<file path="config.mk">
export PLATFORM = sky130hd
export DESIGN_NAME = uart_rx_ctrl
export DESIGN_NICKNAME = d
export VERILOG_FILES = /design/src/rtl/uart_rx_ctrl.sv
export SDC_FILE = /design/constraint.sdc
export NUM_CORES = 1
export LEC_CHECK = 0
export ABC_CLOCK_PERIOD_IN_PS = 1900
export CAP_MARGIN = 10
export CORE_UTILIZATION = 49
export DETAILED_ROUTE_END_ITERATION = 12
export GPL_TIMING_DRIVEN = 0
export PLACE_DENSITY = 0.76
export SYNTH_ARGS = -nofsm -noshare
export SYNTH_HDL_FRONTEND = slang
export SYNTH_SLANG_ARGS = --single-unit
</file>
<file path="constraint.sdc">
create_clock -name CLK -period 1.9 [get_ports CLK]
set_clock_uncertainty 0.2 [all_clocks]
set_input_delay 0.19 -clock CLK [delete_from_list [all_inputs] [get_ports CLK]]
set_output_delay 0.19 -clock CLK [all_outputs]
set_load 0.05 [all_outputs]
</file>
<file path="src/rtl/uart_rx_ctrl.sv">
// UART receive controller: tracks frame activity with a timeout, applies
// configuration only between frames, buffers receiver results in a FIFO
// with a sticky overrun flag, and counts errored frames (saturating).
module uart_rx_ctrl #(
    parameter int FIFO_DEPTH = 4,
    parameter int DATA_WIDTH = 8
) (
    input  logic                  CLK,
    input  logic                  RST,
    input  logic                  cfg_wr,
    input  logic [5:0]            cfg_prescale,
    input  logic                  cfg_par_en,
    input  logic                  cfg_par_typ,
    output logic                  cfg_pending,
    output logic                  cfg_err,
    output logic [5:0]            Prescale,
    output logic                  PAR_EN,
    output logic                  PAR_TYP,
    input  logic                  RX_IN,
    input  logic [DATA_WIDTH-1:0] P_DATA,
    input  logic                  Data_Valid,
    input  logic                  Parity_Error,
    input  logic                  Stop_Error,
    output logic                  frm_active,
    output logic                  rd_valid,
    input  logic                  rd_ready,
    output logic [DATA_WIDTH-1:0] rd_data,
    output logic                  rd_par_err,
    output logic                  rd_stop_err,
    output logic                  overrun,
    input  logic                  ovr_clr,
    output logic [7:0]            err_cnt
);

    localparam int PTR_W = $clog2(FIFO_DEPTH);
    localparam int CNT_W = PTR_W + 1;
    localparam logic [CNT_W-1:0] FULL_CNT = CNT_W'(FIFO_DEPTH);

    typedef enum logic {IDLE, ACTIVE} state_e;

    typedef struct packed {
        logic                  stop_err;
        logic                  par_err;
        logic [DATA_WIDTH-1:0] data;
    } entry_t;

    // Frame tracking
    state_e     state_q, state_d;
    logic [5:0] edge_cnt_q, edge_cnt_d;
    logic [3:0] bit_cnt_q, bit_cnt_d;

    // Live and shadow configuration
    logic [5:0] prescale_q, prescale_d;
    logic       par_en_q, par_en_d;
    logic       par_typ_q, par_typ_d;
    logic [5:0] sh_prescale_q, sh_prescale_d;
    logic       sh_par_en_q, sh_par_en_d;
    logic       sh_par_typ_q, sh_par_typ_d;
    logic       cfg_pending_q, cfg_pending_d;
    logic       cfg_err_q, cfg_err_d;

    // Result FIFO and status
    entry_t           mem_q [FIFO_DEPTH];
    entry_t           mem_d [FIFO_DEPTH];
    logic [PTR_W-1:0] wr_ptr_q, wr_ptr_d;
    logic [PTR_W-1:0] rd_ptr_q, rd_ptr_d;
    logic [CNT_W-1:0] count_q, count_d;
    logic             overrun_q, overrun_d;
    logic [7:0]       err_cnt_q, err_cnt_d;

    logic   frame_done;
    logic   frame_err;
    logic   last_edge;
    logic   timeout;
    logic   prescale_legal;
    logic   full;
    logic   pop;
    logic   push_ok;
    entry_t head;

    assign frame_done     = Data_Valid | Parity_Error | Stop_Error;
    assign frame_err      = Parity_Error | Stop_Error;
    assign last_edge      = (edge_cnt_q == prescale_q - 6'd1);
    assign timeout        = (bit_cnt_q == 4'd11) && last_edge;
    assign prescale_legal = cfg_prescale inside {6'd8, 6'd16, 6'd32};
    assign full           = (count_q == FULL_CNT);
    assign rd_valid       = (count_q != '0);
    assign pop            = rd_valid & rd_ready;
    // A push into a full FIFO only lands when a pop frees the slot that cycle.
    assign push_ok        = frame_done & (~full | pop);
    assign head           = mem_q[rd_ptr_q];

    // Next-state logic for frame tracking and the timeout counters.
    always_comb begin
        // NOTE: every signal gets a default first so no path leaves it unassigned and infers a latch.
        state_d    = state_q;
        edge_cnt_d = edge_cnt_q;
        bit_cnt_d  = bit_cnt_q;
        case (state_q)
            IDLE: begin
                edge_cnt_d = '0;
                bit_cnt_d  = '0;
                if (!RX_IN) begin
                    state_d = ACTIVE;
                end
            end
            ACTIVE: begin
                if (frame_done || timeout) begin
                    state_d    = IDLE;
                    edge_cnt_d = '0;
                    bit_cnt_d  = '0;
                end else if (last_edge) begin
                    edge_cnt_d = '0;
                    bit_cnt_d  = bit_cnt_q + 4'd1;
                end else begin
                    edge_cnt_d = edge_cnt_q + 6'd1;
                end
            end
            default: state_d = IDLE;
        endcase
    end

    // Configuration shadow load, illegal-write flag and between-frame apply.
    always_comb begin
        prescale_d    = prescale_q;
        par_en_d      = par_en_q;
        par_typ_d     = par_typ_q;
        sh_prescale_d = sh_prescale_q;
        sh_par_en_d   = sh_par_en_q;
        sh_par_typ_d  = sh_par_typ_q;
        cfg_pending_d = cfg_pending_q;
        cfg_err_d     = 1'b0;
        if (cfg_wr) begin
            if (prescale_legal) begin
                sh_prescale_d = cfg_prescale;
                sh_par_en_d   = cfg_par_en;
                sh_par_typ_d  = cfg_par_typ;
                cfg_pending_d = 1'b1;
            end else begin
                cfg_err_d = 1'b1;
            end
        end else if (cfg_pending_q && (state_q == IDLE) && RX_IN) begin
            // Only switch while the line is idle so no frame sees mixed settings.
            prescale_d    = sh_prescale_q;
            par_en_d      = sh_par_en_q;
            par_typ_d     = sh_par_typ_q;
            cfg_pending_d = 1'b0;
        end
    end

    // FIFO pointers/occupancy, overrun flag and errored-frame counter.
    always_comb begin
        mem_d     = mem_q;
        wr_ptr_d  = wr_ptr_q;
        rd_ptr_d  = rd_ptr_q;
        count_d   = count_q;
        overrun_d = overrun_q;
        err_cnt_d = err_cnt_q;
        if (push_ok) begin
            mem_d[wr_ptr_q] = '{stop_err: Stop_Error, par_err: Parity_Error, data: P_DATA};
            wr_ptr_d        = wr_ptr_q + PTR_W'(1);
        end
        if (pop) begin
            rd_ptr_d = rd_ptr_q + PTR_W'(1);
        end
        case ({push_ok, pop})
            2'b10:   count_d = count_q + CNT_W'(1);
            2'b01:   count_d = count_q - CNT_W'(1);
            default: count_d = count_q;
        endcase
        // A new drop wins over a simultaneous clear.
        if (frame_done && !push_ok) begin
            overrun_d = 1'b1;
        end else if (ovr_clr) begin
            overrun_d = 1'b0;
        end
        if (frame_err && (err_cnt_q != 8'hFF)) begin
            err_cnt_d = err_cnt_q + 8'd1;
        end
    end

    // State registers for frame tracking.
    always_ff @(posedge CLK or negedge RST) begin
        if (!RST) begin
            // NOTE: sequential state uses non-blocking assignments so all flops update together at the edge.
            state_q    <= IDLE;
            edge_cnt_q <= '0;
            bit_cnt_q  <= '0;
        end else begin
            state_q    <= state_d;
            edge_cnt_q <= edge_cnt_d;
            bit_cnt_q  <= bit_cnt_d;
        end
    end

    // Configuration registers; reset shadow matches the live defaults.
    always_ff @(posedge CLK or negedge RST) begin
        if (!RST) begin
            prescale_q    <= 6'd8;
            par_en_q      <= 1'b1;
            par_typ_q     <= 1'b0;
            sh_prescale_q <= 6'd8;
            sh_par_en_q   <= 1'b1;
            sh_par_typ_q  <= 1'b0;
            cfg_pending_q <= 1'b0;
            cfg_err_q     <= 1'b0;
        end else begin
            prescale_q    <= prescale_d;
            par_en_q      <= par_en_d;
            par_typ_q     <= par_typ_d;
            sh_prescale_q <= sh_prescale_d;
            sh_par_en_q   <= sh_par_en_d;
            sh_par_typ_q  <= sh_par_typ_d;
            cfg_pending_q <= cfg_pending_d;
            cfg_err_q     <= cfg_err_d;
        end
    end

    // FIFO storage and status registers.
    always_ff @(posedge CLK or negedge RST) begin
        if (!RST) begin
            // NOTE: storage is reset because rd_data must read zero out of reset; it is small enough to afford it.
            mem_q     <= '{default: '0};
            wr_ptr_q  <= '0;
            rd_ptr_q  <= '0;
            count_q   <= '0;
            overrun_q <= 1'b0;
            err_cnt_q <= '0;
        end else begin
            mem_q     <= mem_d;
            wr_ptr_q  <= wr_ptr_d;
            rd_ptr_q  <= rd_ptr_d;
            count_q   <= count_d;
            overrun_q <= overrun_d;
            err_cnt_q <= err_cnt_d;
        end
    end

    assign cfg_pending = cfg_pending_q;
    assign cfg_err     = cfg_err_q;
    assign Prescale    = prescale_q;
    assign PAR_EN      = par_en_q;
    assign PAR_TYP     = par_typ_q;
    assign frm_active  = (state_q == ACTIVE);
    assign rd_data     = head.data;
    assign rd_par_err  = head.par_err;
    assign rd_stop_err = head.stop_err;
    assign overrun     = overrun_q;
    assign err_cnt     = err_cnt_q;

endmodule

</file>
==> impl_metrics.toml, run 1 <==
[grt]
track_usage = 0.222
grt_pass1_wl_um = 14300
grt_pass1_vias = 2784
grt_max_degree = 59
overflow = 0
antenna_found_initial = 0

[die]
core_um2 = 7770
die-area_um2 = 8400
start_util = 0.507
rows = 32
ioPinCount = 56
die_width_um = 91.6
die_h_um = 91.6

[clock_network]
cts_max_level = 3
clk_latency_ns = 0.35
cts_tree = "built"
clk_pin_slew_worst_paths_ns = 0.10
clock_path_buffers = 2
clockRootBuffer = "clkbuf_8"
cts_buffers = 9
clock-sinks = 85

[power]
total_power_uw = 10100
pwr-share-comb = 0.550
p_sw_uw = 4140
pwr-share-clk = 0.144
power.internal_uw = 5910
pwr-share-seq = 0.305
power-per-cell-area_nw_per_um2 = 1860
cellLeakagePower_uw = 0.00247
ir_drop_v = 0.00125
sw_frac_of_total = 0.412

[cells_and_area]
finalNonFillerCells = 482
areaGrowthSynthToFinish_pct = 37.5
fin_nets = 409
antenna_cells = 0
drive_gt1_frac = 0.429
fin_util = 0.697

[synthesis]
synth.top_cell.area_share = 0.515
syn_area_um2 = 3940
synth_most_common_cell = "dfrtp_1"
ys_seq_area_frac = 0.542
synth_edf_count = 0
syn_area_per_cell_um2 = 13.7
synth-main-ff-cell = "dfrtp_1"
syn_inst = 288
yosys_warnings = 0
synth_fp_nets = 322
synth.area.top_cells = "dfrtp_1 (51%), mux2_2 (15%), mux4_2 (5.7%), xnor2_1 (3.3%), dfstp_2 (2.7%)"
synth_top_area_cell = "dfrtp_1"
synth-async-reset-ratio = 1.00
ys_ff_latch = 85
netlist_top_cells_count = "dfrtp_1 (81), mux2_2 (51), xnor2_1 (15), nand2_1 (13), inv_1 (12)"
synth_cell_type_count = 47

[sta]
layout_min_cycle_time_ns = 2.11
rsz0062_at_grt = "yes"
slew_violations = 0
layout_setup_ws_ns = -0.214
worst_pin_slew_ns = 0.509
clock.fmax_mhz = 473
final-setup-viol-count = 62
setup_tns_ns = -6.36
max_slew_margin = 0.660
finalCritPeriodShare = 1.11
final-hold-violation-count = 0

[critical_path]
crit_path_end_kind = "register"
cp.depth = 5
worstPathCellList = "or4_4 -> or3_4 -> nand4_4 -> nor2_8 -> a32o_1"
path_delay_family = "simple AND/OR/NAND/NOR gates"
crit_fanout = 8
critPathRequiredTime_ns = 1.94
slowest_stage = "or4_4"
rr_worst_depth = 5
critPathMaxStageDelay_ns = 0.52
crit_type = "reg2reg"
crit_arrival_ns = 2.15
critPathBufInv = 0
critPathLaunchType = "register"

[routing]
routedWlPerCell_um = 17.4
vias_per_cell = 5.36
ant_nets = 0
num_vias = 2583
drtIter0Drc = 102
drt-pass1-iter-count = 4
drc = 0
finalWirelength_um = 8370

[run]
maxCapViolCount = 0

[placed_design]
dpl.hpwl_um = 5230
gp_congestion = 0.749
pre_cts_ws_ns = -0.705
placedCellCount = 446
portBuffers = 55

[outcome]
violations = "setup timing"
status = "finished with violations"

[worst_hold_path]
min_path_type = "in2async"
## path summary, 6_finish.rpt
kind / start / to / slack (ns)
max: Prescale[2] / bit_cnt_q[3] / -0.21
min: RST / mem_q[15] / 0.1
max reg2reg: Prescale[2] / bit_cnt_q[3] / -0.21
min reg2reg: sh_prescale_q[0] / sh_prescale_q[0] / 0.29
max in group asynchronous: RST / sh_prescale_q[3] / 0.74
min in group CLK: ovr_clr / overrun / 0.22
## layout by cell type, fill, tap and decap left out, drive strengths merged, types with 4 or more instances in the layout
master	n
and2	5
mux4	10
xor2	8
nand2	21
dfrtp	81
mux2	51
buf	29
ha	8
o21ai	9
dfstp	4
clkbuf	13
clkdlybuf4s50	21
xnor2	15
nand3	10
dlygate4sd2	19
nor3	9
inv	16
nor2	8
or3	4
## logic make-up (layout without fill, tap and decap cells)
family | Yosys count | after routing | share of synthesized area
buffers and inverters | 17 | 104 | 0.0188
adders and majority gates | 9 | 9 | 0.0305
muxes | 63 | 63 | 0.208
DFF | 85 | 85 | 0.542
AOI/OAI and AO/OA | 21 | 21 | 0.0346
and+or+nand+nor | 70 | 75 | 0.115
xor gates and xnor gates | 23 | 23 | 0.0512
## final cells by class
cell class	instances	area [µm²]
Fill cell	535	2350
Sequential cell	85	2140
Multi-Input combinational cell	191	2140
Timing Repair Buffer	72	698
Tap cell	102	128
Clock buffer	9	124
Clock inverter	7	100
Inverter	12	45.0
Buffer	4	41.3
## layer usage
layer,up-vias,global-route usage,part of all wire,wire [µm]
met1,1329,0.308,0.48,4000
met3,5,0.0357,0.022,182
met5,-,0,0,0
li1,1217,-,-,-
met4,0,0.0807,0.0063,53
met2,32,0.356,0.49,4140
## power groups by stage
stage | sequential (µW) | clock (µW) | combinational (µW)
after detailed placement | 3100 | 0 | 5090
after floorplan | 3500 | 0 | 3380
after CTS | 3080 | 1460 | 5460
final | 3070 | 1450 | 5530
after global placement | 3060 | 0 | 5020
after global routing | 3170 | 1540 | 5830
## worst register-to-register path, delay by kind of cell, from the launching register on
family             cells  cell delay (ns)
DFF                    1             0.46
AOI/OAI and AO/OA      1             0.21
and+or+nand+nor        4             1.13
## registers in the layout, indices dropped and copies added, names as in the netlist
name	count
mem_q	40
err_cnt	8
Prescale	6
edge_cnt_q	6
sh_prescale_q	6
bit_cnt_q	4
count_q	3
rd_ptr_q	2
wr_ptr_q	2
PAR_EN	1
PAR_TYP	1
cfg_err	1
cfg_pending	1
frm_active	1
overrun	1
sh_par_en_q	1
sh_par_typ_q	1
## through the flow
stage                     instance area (µm²)  hold WS, ns
after floorplan                          4190       -0.306
after global placement                   4870        0.259
after detailed placement                 4890      -0.0607
after CTS                                5330       0.0961
after global routing                     5410        0.116
final                                    5410       0.0996
## timing repair
action | in CTS | in global routing
hold buffers | 1 | 0
endpoints found under the hold margin | 81 | 0
pin swaps | 21 | 12
buffers inserted | 8 | 7
gates cloned | 5 | 0
endpoints found under the setup margin | 83 | 72
resized for setup | 125 | 9
(Power assumes the default switching activity.)
==> run 2: changes to the inputs <==
Settings changed: ABC_CLOCK_PERIOD_IN_PS 1900 to 2600, CORE_UTILIZATION 49 to 58, PLACE_DENSITY 0.76 to 0.84.
Clock period 1.9 ns to 2.6 ns, I/O delays scaled along.
==> impl_metrics.toml, run 2 (synthesized netlist as in run 1, its figures left out) <==
[outcome]
status = "finished with violations"
violations = "DRC"

[die]
die-area_um2 = 7120
core_um2 = 6460
rows = 29
die_width_um = 84.4
ioPinCount = 56
die_h_um = 84.4
start_util = 0.609

[clock_network]
clk_pin_slew_worst_paths_ns = 0.08
clock_path_buffers = 2
cts_tree = "built"
clock-sinks = 85
cts_buffers = 9
post-cts-setup-buffer-count = 0
cts_max_level = 3
clk_latency_ns = 0.35
clockRootBuffer = "clkbuf_8"

[cells_and_area]
multi_input_area_um2 = 1730
areaGrowthSynthToFinish_pct = 22.9
n_fill_cell = 437
antenna_cells = 0
drive_gt1_frac = 0.277
most-common-layout-cells = "dfrtp_1 (81), mux2_2 (51), clkdlybuf4s50_1 (45), xnor2_1 (15), nand2_1 (13)"
final_common_cell = "dfrtp_1"
fin_nets = 390
largest-register = "mem_q"
register_area_um2 = 2130
largest_reg_flops = 40

[worst_hold_path]
min_path_type = "in2async"

[placed_design]
gp_congestion = 0.781
dpl.hpwl_um = 5300
portBuffers = 55
pre_cts_ws_ns = -0.177

[sta]
hold-worst-slack_ns = 0.220
max_slew_margin = 0.652
worst_pin_slew_ns = 0.521
finalCritPeriodShare = 0.954
layout_setup_ws_ns = 0.120
final-setup-viol-count = 0
final-hold-violation-count = 0
setup_tns_ns = 0
layout_min_cycle_time_ns = 2.48
slew_violations = 0
rsz0062_at_grt = "no"
clock.fmax_mhz = 403

[routing]
routedWlPerCell_um = 17.8
drtIter0Drc = 153
drt-pass1-iter-count = 8
vias_per_cell = 5.79
ant_nets = 0
num_vias = 2536
drc = 2
finalWirelength_um = 7780

[critical_path]
crit_arrival_ns = 2.02
critPathMaxStageDelay_ns = 0.54
worstPathCellList = "buf_4 -> mux4_2 -> dlygate4sd2_1"
critPathLaunchType = "register"
crit_fanout = 10
slowest_stage = "mux4_2"
critPathRequiredTime_ns = 2.14
crit_path_end_kind = "output pin"
crit_type = "reg2out"

[power]
ir_drop_v = 0.000817
power-per-cell-area_nw_per_um2 = 1340
cellLeakagePower_uw = 0.00208

[grt]
antenna_found_initial = 0
track_usage = 0.242
grt_max_degree = 49
grt_pass1_vias = 2677
grt_pass1_wl_um = 13200
overflow = 0

[run]
maxCapViolCount = 0
## run 2: cell types whose count changed in the layout (fill, tap and decap cells not counted), sizes merged
| cell | delta |
|---|---|
| and2 | -1 |
| buf | -25 |
| clkdlybuf4s50 | +24 |
| clkinvlp | +2 |
| dlygate4sd2 | -11 |
| inv | -4 |
| nand2 | -4 |
## run 2: through the flow
stage                     cell area (µm²)  total power, µW  cells   util
after floorplan                      3940             4590    288      -
after global placement               4580             5430    420  0.710
after detailed placement             4610             5530    421  0.713
after CTS                            4840             6500    438  0.749
after global routing                 4840             6780    438  0.749
final                                4840             6460    438  0.749
## run 2: timing repair
| action | 4_1_cts | 5_1_grt |
|---|---|---|
| gates resized for setup | 10 | 1 |
| endpoints found under the setup margin | 9 | 1 |
| hold endpoints to repair | 33 | 0 |
| hold buffers | 1 | 0 |
## run 2: final timing paths
| check | from | to | slack (ns) | depth (start not counted) |
|---|---|---|---|---|
| worst max-delay path | rd_ptr_q[0] | rd_par_err | 0.12 | 3 |
| max in group asynchronous | RST | mem_q[9] | 1.37 | 3 |
| worst min register to register | count_q[2] | count_q[2] | 0.29 | 1 |
| min in group CLK | ovr_clr | overrun | 0.28 | 2 |
| worst max register to register | count_q[0] | count_q[2] | 0.35 | 8 |
| worst min-delay path | RST | cfg_err | 0.22 | 2 |
## run 2: routing by layer
layer / GRT usage / up-vias / wire (µm)
met1: 0.323 / 1322 / 3480
met2: 0.400 / 39 / 4010
li1: - / 1165 / -
met5: 0 / - / 0
met3: 0.0452 / 10 / 166
met4: 0.0940 / 0 / 124
## run 2: critical path: cells and delay by family (launching register included)
kind	cells	cell delay (ns)
buffers and inverters	2	0.71
flip-flops	1	0.43
multiplexers	1	0.54
## run 2: layout make-up
type                       count  share of cell area
sequential                    85               0.441
multi-input combinational    186               0.358
timing repair buffer          57               0.119
clock buffer                  11              0.0292
tap                           77              0.0199
clock inverter                 5              0.0173
inverter                      12             0.00931
buffer                         5             0.00672
## run 2: report_power, final
group / internal, µW / switching, µW / total (µW)
clock network: 569 / 468 / 1040
logic: 1360 / 1850 / 3200
registers: 1860 / 359 / 2220
total: 3790 / 2670 / 6460
==> run 3: changes to the inputs <==
Settings changed: CAP_MARGIN 10 to default.
==> results of run 3 <==
Final layout, timing and power as in run 2 (identical DEF).
